File: src/rtl/table_fsm_pkg.sv
// Shared types, default tables and helper functions for the table-driven Moore FSM.
package table_fsm_pkg;

  typedef enum logic {MODE_STEP = 1'b0, MODE_RUN = 1'b1} mode_t;

  // Entry {state,in} lives at bits [idx*3 +: 3]; in=0 walks 2,5,1,4,6,7,3,0 and in=1 holds.
  localparam logic [47:0] DEF_NEXT_3x1 = {
    3'd7, 3'd3, 3'd6, 3'd7, 3'd5, 3'd1, 3'd4, 3'd6,
    3'd3, 3'd0, 3'd2, 3'd5, 3'd1, 3'd4, 3'd0, 3'd2
  };

  localparam logic [15:0] DEF_OUT_3x2 = {
    2'd1, 2'd1, 2'd0, 2'd3, 2'd0, 2'd3, 2'd3, 2'd0
  };

  function automatic int clog2(input int value);
    int result;
    int rem;
    result = 0;
    rem = value - 1;
    while (rem > 0) begin
      result = result + 1;
      rem = rem >> 1;
    end
    return result;
  endfunction

endpackage

File: src/rtl/sync_edge.sv
// Two-flop synchroniser for an asynchronous pushbutton followed by a rising-edge detector.
module sync_edge (
  input  logic clk,
  input  logic rst_n,
  input  logic d,
  output logic rise
);

  logic meta;
  logic sync;
  logic prev;

  always_ff @(posedge clk or negedge rst_n) begin
    if (!rst_n) begin
      meta <= 1'b0;
      sync <= 1'b0;
      prev <= 1'b0;
    end else begin
      meta <= d;
      sync <= meta;
      prev <= sync;
    end
  end

  assign rise = sync & ~prev;

endmodule

File: src/rtl/table_fsm.sv
// Parametrised table-driven Moore FSM with synchronised manual stepping,
// auto-run prescaler, state-change counter and halt detection.
module table_fsm
  import table_fsm_pkg::*;
#(
  parameter int SW = 3,
  parameter int IW = 1,
  parameter int OW = 2,
  parameter int CW = 16,
  parameter int DIV = 100,
  parameter logic [SW-1:0] RESET_STATE = 3'd2,
  parameter logic [(2**(SW+IW))*SW-1:0] NEXT_TABLE = DEF_NEXT_3x1,
  parameter logic [(2**SW)*OW-1:0] OUT_TABLE = DEF_OUT_3x2
) (
  input  logic          hz100,
  input  logic          reset,
  input  logic          step_btn,
  input  logic [IW-1:0] in,
  input  logic          run_mode,
  input  logic          sync_clr,
  output logic [SW-1:0] state,
  output logic [SW-1:0] next_state,
  output logic [OW-1:0] out,
  output logic [CW-1:0] step_count,
  output logic          halted
);

  localparam int PW = (clog2(DIV) < 1) ? 1 : clog2(DIV);
  localparam int NENT = 2 ** (SW + IW);
  localparam int NST = 2 ** SW;

  if (SW < 1 || SW > 6 || IW < 1 || IW > 4 || OW < 1 || CW < 1 || DIV < 2) begin : g_param_error
    $error("table_fsm: parameter out of range");
  end

  logic          step_rise;
  logic [IW-1:0] in_meta;
  logic [IW-1:0] in_s;
  logic [PW-1:0] prescaler;
  logic [PW-1:0] prescaler_nxt;
  logic [SW-1:0] state_nxt;
  logic [CW-1:0] count_nxt;
  logic          adv;
  mode_t         mode;

  logic [SW-1:0] next_lut [NENT];
  logic [OW-1:0] out_lut  [NST];

  // Unpack the flat parameter vectors so lookups index an array directly.
  for (genvar i = 0; i < NENT; i++) begin : g_next_lut
    assign next_lut[i] = NEXT_TABLE[i*SW +: SW];
  end
  for (genvar i = 0; i < NST; i++) begin : g_out_lut
    assign out_lut[i] = OUT_TABLE[i*OW +: OW];
  end

  sync_edge u_step_sync (
    .clk  (hz100),
    .rst_n(reset),
    .d    (step_btn),
    .rise (step_rise)
  );

  always_ff @(posedge hz100 or negedge reset) begin
    if (!reset) begin
      in_meta <= '0;
      in_s    <= '0;
    end else begin
      in_meta <= in;
      in_s    <= in_meta;
    end
  end

  assign mode       = mode_t'(run_mode);
  assign next_state = next_lut[{state, in_s}];
  assign out        = out_lut[state];
  assign halted     = (next_state == state);

  always_ff @(posedge hz100 or negedge reset) begin
    if (!reset) begin
      state      <= RESET_STATE;
      step_count <= '0;
      prescaler  <= '0;
    end else begin
      state      <= state_nxt;
      step_count <= count_nxt;
      prescaler  <= prescaler_nxt;
    end
  end

  // Clear outranks an advance; the prescaler only runs in auto mode so each entry waits a full period.
  always_comb begin
    state_nxt     = state;
    count_nxt     = step_count;
    prescaler_nxt = '0;
    adv           = 1'b0;
    if (mode == MODE_RUN) begin
      adv           = (prescaler == PW'(DIV - 1));
      prescaler_nxt = adv ? '0 : prescaler + PW'(1);
    end else begin
      adv = step_rise;
    end
    if (sync_clr) begin
      state_nxt     = RESET_STATE;
      count_nxt     = '0;
      prescaler_nxt = '0;
    end else if (adv) begin
      state_nxt = next_state;
      if (!halted) begin
        count_nxt = step_count + CW'(1);
      end
    end
  end

endmodule

File: config.mk
export PLATFORM = sky130hd
export DESIGN_NAME = table_fsm
export DESIGN_NICKNAME = d
export VERILOG_FILES = /design/src/rtl/table_fsm_pkg.sv /design/src/rtl/sync_edge.sv /design/src/rtl/table_fsm.sv
export SDC_FILE = /design/constraint.sdc
export NUM_CORES = 1
export LEC_CHECK = 0
export ABC_AREA = 1
export CORE_ASPECT_RATIO = 1.75
export CORE_UTILIZATION = 41
export DETAILED_ROUTE_END_ITERATION = 10
export PLACE_DENSITY = 0.67
export SYNTH_ARGS = -nofsm -noshare
export SYNTH_HDL_FRONTEND = slang
export SYNTH_HIERARCHICAL = 1
export SYNTH_SLANG_ARGS = --single-unit
File: constraint.sdc
create_clock -name hz100 -period 3.1 [get_ports hz100]
set_clock_uncertainty 0.2 [all_clocks]
set_input_delay 0.62 -clock hz100 [delete_from_list [all_inputs] [get_ports hz100]]
set_output_delay 0.62 -clock hz100 [all_outputs]
set_load 0.01 [all_outputs]
==> flow_summary.json, run 1 <==
{
  "hpwl_mm": 3.22,
  "min_period_over_period_pct": 95.7,
  "worst_pin_slew_ps": 419,
  "routed_wl_mm": 4.34,
  "arrival_ps": 2150,
  "mostFrequentLayoutCell": "nand2_1",
  "clkTransAtPathRegs_ps": 70,
  "drtIter0Drc": 29,
  "cts_buffer_depth": 2,
  "synth.avg_cell_area_um2": 7.39,
  "clock.fmax_mhz": 337,
  "nFillCells": 486,
  "cts_made_buffers": 5,
  "track_usage_pct": 19.8,
  "cp_slowest_cell": "clkdlybuf4s50_1",
  "hold_violations": 0,
  "outcome": "finished, final reports clean",
  "synth_fp_nets": 289,
  "period_needed_ps": 2970,
  "wire_per_inst_um": 12.0,
  "ys_warn_count": 6,
  "cpMostUsedCell": "nand3_1",
  "dr.pass1.iters": 4,
  "gp_congestion": 0.832,
  "vias": 1826,
  "required_ps": 2280,
  "synth-simple-area-share_pct": 40.2,
  "path_cells": "inv_2 > ha_1 > nand2_1 > nand3_1 > nand3_1 > nand2_2 > and2_2 > clkdlybuf4s50_1",
  "cts_num_sinks": 31,
  "synth_top_family_by_area": "simple AND/OR/NAND/NOR gates",
  "grt_max_degree": 32,
  "io_buffers": 30,
  "htree_levels": 2,
  "min_path_type": "reg -> reg",
  "grt.overflow.total": 0,
  "die_area_um2": 5220,
  "holdWs_ps": 160,
  "rsz0062_at_grt": "false",
  "ant_nets": 0,
  "synth_compound_area_share_pct": 4.34,
  "fin_nets": 326,
  "ys_seq_area_share_pct": 38.5,
  "layout-drive-gt1-share_pct": 10.3,
  "cts_tree": "done",
  "yosys-mux-area-fraction_pct": 0,
  "worst-path-buf-inv": 2,
  "synth_area_leaders": "dfrtp_1 37%, nand2_1 17%, nand3_1 7.4%, nor2_1 7.4%, ha_1 6.2%",
  "core-area_um2": 4710,
  "vias_per_cell": 5.03,
  "ys_seq_elements": 31,
  "critPathTopFamily": "buffers and inverters",
  "p_leak_nw": 1.12,
  "layout_common_cells": "90 x nand2_1, 40 x nor2_1, 30 x nand3_1, 30 x clkdlybuf4s50_1, 29 x dfrtp_1",
  "diodes": 0,
  "rows": 33,
  "antenna_found_initial": 0,
  "critPathMaxFanout": 7,
  "synth_xor_area_share_pct": 3.04,
  "synthAdderAreaFrac_pct": 6.20,
  "finalSetupTns_ps": 0,
  "cts_root_buf": "clkbuf_8",
  "cp-start-kind": "flop",
  "die_w_um": 55.0,
  "maxCapViolations": 0,
  "grt_pass1_vias": 1785,
  "synthDistinctLibCells": 29,
  "grt_pass1_wl_mm": 7.58,
  "synth_area_leader_cell": "dfrtp_1",
  "ir_worst_vdd_uv": 350,
  "slew_violations": 0,
  "synth_top_area_share_pct": 37.2,
  "crit_path_end_kind": "output pin",
  "drcViolationCount": 0,
  "power.density_nw_per_um2": 511,
  "die_height_um": 94.8,
  "start_util_pct": 42.9,
  "crit_type": "reg -> out",
  "max_slew_margin_pct": 72.1,
  "max_stage_delay_ps": 520,
  "synth_cells": 273,
  "syn_area_um2": 2020,
  "setup_viol": 0,
  "ioPinCount": 31,
  "area_delta_synth_final_pct": 22.9,
  "clock_latency_ps": 290
}
==> stage by stage <==
step	instance area, µm²	util [%]	worst slack, ps	cells	power (W)
floorplan	2020	-	789	273	0.000702
global placement	2350	49.9	296	353	0.000845
detailed placement	2350	49.9	220	353	0.000853
CTS	2470	52.4	23.8	361	0.00127
global route	2480	52.7	17.5	363	0.00134
finish	2480	52.7	134	363	0.00127
==> Yosys cell counts <==
master / count
xnor2_1: 2
dfstp_2: 1
nand2_1: 90
nand2_2: 5
buf_8: 1
clkbuf_1: 1
inv_2: 2
ha_1: 10
nor2_2: 1
a21oi_1: 1
nand3_2: 2
nand2_4: 1
nand3b_1: 1
inv_1: 22
nand3_4: 1
nor2_1: 40
dfrtp_1: 30
nor3_1: 5
a21oi_4: 1
nor3b_1: 2
clkbuf_8: 1
nand3_1: 30
and2_2: 1
a31oi_4: 1
o21ai_0: 6
nand4_1: 5
buf_6: 3
o21a_1: 2
xor2_1: 5
==> final timing paths <==
path	start	endpoint	slack, ps	cells past startpoint
setup / recovery	state[0]	halted	130	8
setup reg to reg	state[0]	step_count[6]	1030	10
max in group asynchronous	reset	state[1]	1850	2
hold / removal	in_meta	in_s	160	0
min in group asynchronous	reset	step_count[10]	530	2
hold reg to reg	in_meta	in_s	160	0
==> report_power, final <==
| group | switching [W] | leakage (nW) | total, W | internal (W) |
|---|---|---|---|---|
| Clock | 0.000155 | 0.0612 | 0.000415 | 0.000260 |
| Combinational | 0.000202 | 0.647 | 0.000378 | 0.000176 |
| Sequential | 0.0000418 | 0.412 | 0.000474 | 0.000432 |
==> layer usage <==
layer | track usage [%] | routed length [µm]
met1 | 21.7 | 1800
met2 | 35.5 | 2360
met3 | 3.38 | 92
met4 | 8.13 | 89
met5 | 0 | 0
==> area by class of cell <==
cell class	instances	area [µm²]	area share [%]
multi-input combinational	212	1080	43.7
sequential	31	778	31.4
timing repair buffer	36	345	13.9
inverter	24	90.1	3.63
clock buffer	6	82.6	3.33
tap	52	65.1	2.62
clock inverter	2	35.0	1.41
==> cell families after synthesis <==
| kind of cell | after synthesis |
|---|---|
| buffers and inverters | 30 |
| adders and majority gates | 10 |
| and+or+nand+nor | 184 |
| xor gates and xnor gates | 7 |
| AOI/OAI and AO/OA | 11 |
| DFF | 31 |
==> repair_timing <==
item                       CTS  global route
resized for setup            1             1
setup endpoints to repair    1             1
setup buffers                0             2
hold buffers                 0             0
==> state kept, by name, summed over array words and instances (netlist names) <==
name,cells
u_step_sync/prev,1
state,3
u_step_sync/sync,1
in_s,1
in_meta,1
u_step_sync/meta,1
step_count,16
prescaler,7
Power figures use the tool's default switching activity.
==> run 2, diff against run 1 <==
--- a/config.mk
+++ b/config.mk
@@ -7,9 +7,9 @@
 export LEC_CHECK = 0
 export ABC_AREA = 1
 export CORE_ASPECT_RATIO = 1.75
-export CORE_UTILIZATION = 41
+export CORE_UTILIZATION = 40
 export DETAILED_ROUTE_END_ITERATION = 10
-export PLACE_DENSITY = 0.67
+export PLACE_DENSITY = 0.66
 export SYNTH_ARGS = -nofsm -noshare
 export SYNTH_HDL_FRONTEND = slang
 export SYNTH_HIERARCHICAL = 1
==> run 2 against run 1 <==
Hold slack got worse by 12 ps; first-iteration DRC count increased by 69%; clock-buffer cell count down 1; utilization down 1.5 points; setup slack better by 38 ps; global-route usage is 1.1 points lower; routed wire length up 0.78%; combinational power is essentially flat; power down 9.9%; largest cell class unchanged; highest routed layer unchanged.
==> flow_summary.json, run 2 (same netlist as run 1, synthesis figures left out) <==
{
  "p_leak_nw": 1.10,
  "top_regs": "step_count: 16 flops, prescaler: 7 flops, state: 3 flops",
  "nFillCells": 472,
  "critPathMaxFanout": 6,
  "largest_register_ffs": 16,
  "track_usage_pct": 18.7,
  "cp_slowest_cell": "clkdlybuf4s50_1",
  "arrival_ps": 2110,
  "cpMostUsedCell": "nand3_1",
  "p_int_w": 0.000757,
  "ioPinCount": 31,
  "dr.pass1.iters": 4,
  "fin_nets": 324,
  "diodes": 0,
  "clock.fmax_mhz": 342,
  "seq_power_share_pct": 41.0,
  "min_period_over_period_pct": 94.4,
  "hold_violations": 0,
  "worst_pin_slew_ps": 398,
  "swShare_pct": 33.7,
  "wire_per_inst_um": 12.1,
  "layout-drive-gt1-share_pct": 9.39,
  "max_slew_margin_pct": 73.5,
  "hold_buffers": 0,
  "core-area_um2": 4750,
  "drcViolationCount": 0,
  "mostFrequentLayoutCell": "nand2_1",
  "final.setup.worst_slack_ps": 172,
  "fin_area_um2": 2430,
  "rows": 33,
  "start_util_pct": 42.5,
  "vias": 1793,
  "clkTransAtPathRegs_ps": 60,
  "routed_wl_mm": 4.37,
  "gp_congestion": 0.908,
  "min_path_type": "reg -> reg",
  "power_w": 0.00114,
  "cts_tree": "done",
  "grt_max_degree": 32,
  "ctsResizeCount": 0,
  "outcome": "finished, final reports clean",
  "die_area_um2": 5340,
  "cts_buffer_depth": 2,
  "crit_path_end_kind": "output pin",
  "final_util_pct": 51.2,
  "layout_common_cells": "90 x nand2_1, 40 x nor2_1, 30 x nand3_1, 30 x dfrtp_1, 30 x clkdlybuf4s50_1",
  "multiInputGateArea_um2": 1080,
  "top_register": "step_count",
  "cp-start-kind": "flop",
  "required_ps": 2280,
  "dp_slack_ps": 431,
  "period_needed_ps": 2930,
  "placed_cell_area_um2": 2350,
  "p_clk_share_pct": 26.0,
  "cts_num_sinks": 31,
  "hpwl_mm": 3.20,
  "finalSetupTns_ps": 0,
  "power.density_nw_per_um2": 470,
  "cts_root_buf": "clkbuf_8",
  "path_cells": "buf_4 > ha_1 > inv_1 > nand2_1 > nand3_1 > nand3_1 > nand2_2 > and2_2 > clkdlybuf4s50_1",
  "grt_pass1_vias": 1818,
  "grt_pass1_wl_mm": 7.87,
  "regArea_um2": 777,
  "max_stage_delay_ps": 520,
  "setup_viol": 0,
  "die_height_um": 96.0,
  "worst-path-buf-inv": 3,
  "io_buffers": 30,
  "rsz0062_at_grt": "false",
  "critPathTopFamily": "buffers and inverters",
  "crit_type": "reg -> out",
  "slew_violations": 0,
  "drtIter0Drc": 49,
  "die_w_um": 55.7,
  "ir_worst_vdd_uv": 338,
  "antenna_found_initial": 0,
  "post_cts_buffers": 0,
  "vias_per_cell": 4.97,
  "maxCapViolations": 0,
  "htree_levels": 2,
  "area_delta_synth_final_pct": 20.5,
  "cts_made_buffers": 5,
  "grt.overflow.total": 0,
  "p_comb_share_pct": 33.0,
  "clock_latency_ps": 270,
  "p_sw_w": 0.000385,
  "ant_nets": 0
}
## run 2: cell count changes in the layout (fill, tap and decap cells not counted), sizes merged
cell and change:
buf -2, clkinv +2, bufinv -1, clkbuf -1
## run 2: final timing paths
check                            startpoint          endpoint  slack (ps)  cells after the start
setup reg to reg                   state[0]     step_count[9]        1040                     11
max in group asynchronous             reset          state[1]        1840                      2
hold / removal             u_step_sync/meta  u_step_sync/sync         150                      0
min in group asynchronous             reset     step_count[7]         530                      2
hold reg to reg            u_step_sync/meta  u_step_sync/sync         150                      0
setup / recovery                   state[0]            halted         170                      9
## run 2: worst register-to-register path: stages, from the launching register on
cell     delay [ps]
dfrtp_1         410
buf_4           180
ha_1            190
inv_1            50
nand2_1          60
nand3_1          90
nand3_1          90
nand2_2         110
nand3_4         200
nand2_4         260
nand2_1          80
nand2_1          70
## run 2: layer usage
metal  vias to the layer above  track usage [%]  routed length, µm
li1                        932                -                  -
met1                       817             19.6               1870
met2                        34             36.3               2300
met3                        10             2.96                 88
met4                         0             8.13                110
met5                         -                0                  0
## run 2: final cells by class
type | instances | area share (%)
clock buffer | 5 | 2.83
clock inverter | 3 | 0.618
inverter | 24 | 3.71
multi-input combinational | 212 | 44.6
sequential | 31 | 32.0
tap | 52 | 2.68
timing repair buffer | 34 | 13.6
## run 2: power by group through the flow
stage | clock [W] | sequential, W | combinational [W]
finish | 0.000296 | 0.000468 | 0.000377
global route | 0.000326 | 0.000474 | 0.000420
CTS | 0.000314 | 0.000468 | 0.000382
detailed placement | 0 | 0.000476 | 0.000380
global placement | 0 | 0.000475 | 0.000375
floorplan | 0 | 0.000481 | 0.000220
## run 2: metrics by stage
step                hold WS [ps]  instances
finish                       148        361
global route                 168        361
CTS                          152        361
detailed placement           137        353
global placement             133        353
floorplan                    124        273
==> run 3, diff against run 2 <==
--- a/config.mk
+++ b/config.mk
@@ -14,3 +14,4 @@
 export SYNTH_HDL_FRONTEND = slang
 export SYNTH_HIERARCHICAL = 1
 export SYNTH_SLANG_ARGS = --single-unit
+export TNS_END_PERCENT = 1
==> results of run 3 <==
The final DEF is identical to that of run 2; final timing and power are the same.
